<file path="src/rtl/bram_dump.sv">
// bram_dump: streams a block of 32-bit words from a BRAM debug read port out
// as little-endian bytes over a valid/ready byte sink, stalling the CPU via busy.
// Optional feature: define BRAM_DUMP_CHECKSUM_EN to append an XOR checksum byte.
module bram_dump #(
  parameter int unsigned ADDR_WIDTH = 10
) (
  input  logic                  clk,
  input  logic                  rst,
  input  logic                  start,
  input  logic [ADDR_WIDTH-1:0] base_addr,
  input  logic [ADDR_WIDTH-1:0] word_count,
  output logic [ADDR_WIDTH-1:0] dbg_addr,
  input  logic [31:0]           dbg_data,
  output logic [7:0]            tx_data,
  output logic                  tx_valid,
  input  logic                  tx_ready,
  output logic                  busy,
  output logic                  done
);

`ifdef BRAM_DUMP_CHECKSUM_EN
  typedef enum logic [2:0] {StIdle, StAddr, StLoad, StSend, StCsum, StDone} state_e;
`else
  typedef enum logic [2:0] {StIdle, StAddr, StLoad, StSend, StDone} state_e;
`endif

  state_e                state_q, state_d;
  logic [ADDR_WIDTH-1:0] addr_q, addr_d;
  logic [ADDR_WIDTH-1:0] count_q, count_d;
  logic [31:0]           word_q, word_d;
  logic [1:0]            idx_q, idx_d;
`ifdef BRAM_DUMP_CHECKSUM_EN
  logic [7:0]            csum_q, csum_d;
`endif

  // Address is held between words; a registered BRAM port sees it during ADDR.
  assign dbg_addr = addr_q;
  assign busy     = (state_q != StIdle);
  assign done     = (state_q == StDone);

  // State and datapath registers; reset clears everything immediately.
  always_ff @(posedge clk or negedge rst) begin
    if (!rst) begin
      state_q <= StIdle;
      addr_q  <= '0;
      count_q <= '0;
      word_q  <= '0;
      idx_q   <= '0;
`ifdef BRAM_DUMP_CHECKSUM_EN
      csum_q  <= '0;
`endif
    end else begin
      state_q <= state_d;
      addr_q  <= addr_d;
      count_q <= count_d;
      word_q  <= word_d;
      idx_q   <= idx_d;
`ifdef BRAM_DUMP_CHECKSUM_EN
      csum_q  <= csum_d;
`endif
    end
  end

  // Next-state logic and byte-stream outputs.
  always_comb begin
    state_d  = state_q;
    addr_d   = addr_q;
    count_d  = count_q;
    word_d   = word_q;
    idx_d    = idx_q;
`ifdef BRAM_DUMP_CHECKSUM_EN
    csum_d   = csum_q;
`endif
    tx_valid = 1'b0;
    tx_data  = 8'h00;
    case (state_q)
      StIdle: begin
        if (start) begin
          addr_d  = {base_addr[ADDR_WIDTH-1:2], 2'b00};
          count_d = word_count;
`ifdef BRAM_DUMP_CHECKSUM_EN
          csum_d  = 8'h00;
`endif
          state_d = (word_count != '0) ? StAddr : StDone;
        end
      end
      StAddr: state_d = StLoad;
      StLoad: begin
        // One cycle after ADDR covers combinational and registered read ports.
        word_d  = dbg_data;
        idx_d   = 2'd0;
        state_d = StSend;
      end
      StSend: begin
        tx_valid = 1'b1;
        tx_data  = word_q[{idx_q, 3'b000} +: 8];
        if (tx_ready) begin
`ifdef BRAM_DUMP_CHECKSUM_EN
          csum_d = csum_q ^ tx_data;
`endif
          if (idx_q != 2'd3) begin
            idx_d = idx_q + 2'd1;
          end else if (count_q > ADDR_WIDTH'(1)) begin
            count_d = count_q - ADDR_WIDTH'(1);
            addr_d  = addr_q + ADDR_WIDTH'(4);  // wraps at the top of the port
            state_d = StAddr;
          end else begin
`ifdef BRAM_DUMP_CHECKSUM_EN
            state_d = StCsum;
`else
            state_d = StDone;
`endif
          end
        end
      end
`ifdef BRAM_DUMP_CHECKSUM_EN
      StCsum: begin
        tx_valid = 1'b1;
        tx_data  = csum_q;
        if (tx_ready) state_d = StDone;
      end
`endif
      StDone:  state_d = StIdle;
      default: state_d = StIdle;
    endcase
  end

endmodule
</file>
<file path="config.mk">
export PLATFORM = sky130hd
export DESIGN_NAME = bram_dump
export DESIGN_NICKNAME = d
export VERILOG_FILES = /design/src/rtl/bram_dump.sv
export SDC_FILE = /design/constraint.sdc
export NUM_CORES = 1
export LEC_CHECK = 0
export CAP_MARGIN = 15
export CORE_MARGIN = 10
export CORE_UTILIZATION = 53
export DETAILED_ROUTE_END_ITERATION = 6
export HOLD_SLACK_MARGIN = 0.12
export PLACE_DENSITY = 0.9
export REMOVE_ABC_BUFFERS = 1
export SLEW_MARGIN = 30
export SYNTH_ARGS = -nofsm -noshare
export SYNTH_HDL_FRONTEND = slang
export SYNTH_SLANG_ARGS = --single-unit
export TNS_END_PERCENT = 1
</file>
<file path="constraint.sdc">
create_clock -name clk -period 5.1 [get_ports clk]
set_input_delay 0.51 -clock clk [delete_from_list [all_inputs] [get_ports clk]]
set_output_delay 0.51 -clock clk [all_outputs]
set_load 0.02 [all_outputs]
</file>
==> flow_metrics.tcl <==
set metrics [dict create \
    multi_input_area_mm2 0.001456 \
    mostFrequentLayoutCells "71 x clkdlybuf4s50_1, 55 x dfrtp_1, 33 x mux2_2" \
    p_leak_nw 1.481 \
    hold_viol_final 0 \
    max_cap_violations 0 \
    final.period_utilization_pct 74.00 \
    cp-start-kind "flip-flop" \
    finalSetupTns_ps 0 \
    fmax_ghz 0.2650 \
    grt-ovfl-total 0 \
    grt_pass1_vias 2373 \
    diodes 0 \
    r2r.worst_path.cells 7 \
    cts.clk_slew.worst_paths_ps 100 \
    die_x_um 94.88 \
    drive_gt1_share_pct 20.55 \
    syn_to_final_growth_pct 26.86 \
    dieArea_mm2 0.009002 \
    drt_iter0_drc 111 \
    synth_warnings 0 \
    outcome "finished clean" \
    grt_antenna_before_repair 0 \
    synth_top_area_share_pct 46.32 \
    final_common_cell "clkdlybuf4s50_1" \
    grt_pass1_wl_mm 11.34 \
    postRouteAntennaNets 0 \
    io-pin-count 77 \
    setup_viol_count_final 0 \
    cts.hold.buffers_added 0 \
    ir_worst_vdd_mv 0.3488 \
    synth-async-reset-ratio_pct 100.0 \
    regArea_mm2 0.001376 \
    tightest_slew_ps 914.7 \
    yosysTopAreaCell "dfrtp_1" \
    start_util_pct 54.30 \
    power-per-cell-area_mw_per_mm2 651.3 \
    grt_max_degree 56 \
    row_count 27 \
    ys_ff_latch 55 \
    clock_latency_ps 310 \
    fin_crit_ps 3774 \
    required_ps 4590 \
    portBuffers 72 \
    clockBufferDepth 2 \
    slew_violations 0 \
    grt_usage_pct 15.64 \
    wirelength_mm 6.943 \
    synth.avg_cell_area_um2 11.34 \
    nFillCells 426 \
    yosysUniqueCellTypes 47 \
    rsz0062_at_grt "no" \
    num_vias 2269 \
    post_cts_buffers 0 \
    first_pass_iters 4 \
    coreArea_mm2 0.005473 \
    cts_resized 0 \
    clock_skew_ps 6.327 \
    vias_per_cell 5.701 \
    clock-sinks 55 \
    synthFlopType "dfrtp_1" \
    cts_buffers 5 \
    crit_type "flip-flop to output pin" \
    relSlewSlack_pct 39.02 \
    cp-end-kind "output pin" \
    die_h_um 94.88 \
    cts_root_buf "clkbuf_8" \
    crit_arrival_ps 3260 \
    drc 0 \
    final_cells 398 \
    gp_congestion 0.8839 \
    cp_max_fo 28 \
    rr_startpoint "state_q[2]" \
    place_inst 390 \
    nets 385 \
    synth-edff-count 0 \
    r2r_setup_slack_ps 2020 \
    cts_tree "done" \
    hold_class "primary input to async pin" \
    netlist_top_cells_area "dfrtp_1 46%, mux2_2 13%, mux4_2 6.1%" \
    hold_ws_ps 317.5 \
    htreeDepth 2 \
    ys_seq_area_share_pct 46.32 \
    synth_area_mm2 0.002972 \
    synthCells 262 \
    dp_hpwl_mm 5.191 \
    wl_per_cell_um 17.44 \
    reg2reg_to "dbg_addr[7]" \
]
==> sequential cells by signal (all words and copies together), names as in the netlist <==
name      cells
count_q      10
dbg_addr      8
idx_q         2
state_q       3
word_q       32
==> routing by layer <==
| metal | up-vias | track usage [%] | share of wire (%) |
|---|---|---|---|
| met3 | 5 | 5.234 | 8.6 |
| li1 | 1082 | - | - |
| met2 | 78 | 27.17 | 50 |
| met5 | - | 0 | 0 |
| met1 | 1104 | 18.22 | 41 |
| met4 | 0 | 3.741 | 0.94 |
==> metrics by stage <==
| step | util [%] | worst slack, ps | area, µm² | power (mW) |
|---|---|---|---|---|
| 5_1_grt | 68.88 | 1051 | 3770 | 2.641 |
| 3_5_place_dp | 67.33 | 1679 | 3685 | 2.249 |
| 6_report | 68.88 | 1326 | 3770 | 2.455 |
| 4_1_cts | 68.88 | 1322 | 3770 | 2.487 |
| 3_3_place_gp | 67.33 | 1713 | 3685 | 2.185 |
| 2_1_floorplan | - | 2561 | 2861 | 1.748 |
==> critical path: stages (launching register included) <==
cell and delay [ps]:
dfrtp_1 550, nand2b_4 230, or2_1 710, clkinv_2 600, and2_1 310, clkdlybuf4s50_1 550
==> layout make-up <==
cell class | count | area share [%]
Inverter | 8 | 0.8297
Sequential cell | 55 | 36.51
Multi-Input combinational cell | 181 | 38.63
Tap cell | 72 | 2.390
Clock inverter | 2 | 0.3319
Timing Repair Buffer | 74 | 19.38
Clock buffer | 6 | 1.925
==> kinds of logic after synthesis <==
group	count (synthesis)	synth area share (%)
muxes	41	18.57
other	1	0.1262
adders and majority gates	4	1.684
AOI/OAI and AO/OA	66	16.08
and+or+nand+nor	68	12.34
DFF	55	46.32
buffers and inverters	27	4.884
==> report_power, final <==
part / switching, mW / total, mW / internal (mW)
sequential: 0.200 / 0.853 / 0.653
clock: 0.136 / 0.233 / 0.0963
combinational: 0.664 / 1.37 / 0.705
total: 1.00 / 2.46 / 1.45
==> synthesized netlist by cell type, drive strengths merged (2+ instances only) <==
library cell  number
mux2              33
ha                 4
nor3               7
dfrtp             55
nand2             10
buf                7
o21ai             25
and2              10
clkbuf            12
nor2              16
a21oi             14
o31ai              2
and3               2
inv                7
o22a               2
nor3b              4
o2bb2ai            2
nand2b             2
nand3              4
o22ai              2
a31oi              9
or3                3
nor4               5
a22oi              3
mux4               8
==> worst max-delay path by stage <==
stage	start	slack, ps	cells after the start	endpoint
global placement	state_q[2]	1710	5	tx_data[4]
floorplan	state_q[2]	2560	3	word_q[0]
global route	state_q[2]	1050	5	tx_data[5]
CTS	state_q[2]	1320	5	tx_data[3]
finish	state_q[2]	1330	5	tx_data[3]
detailed placement	state_q[2]	1680	5	tx_data[3]
(Power assumes the default switching activity.)
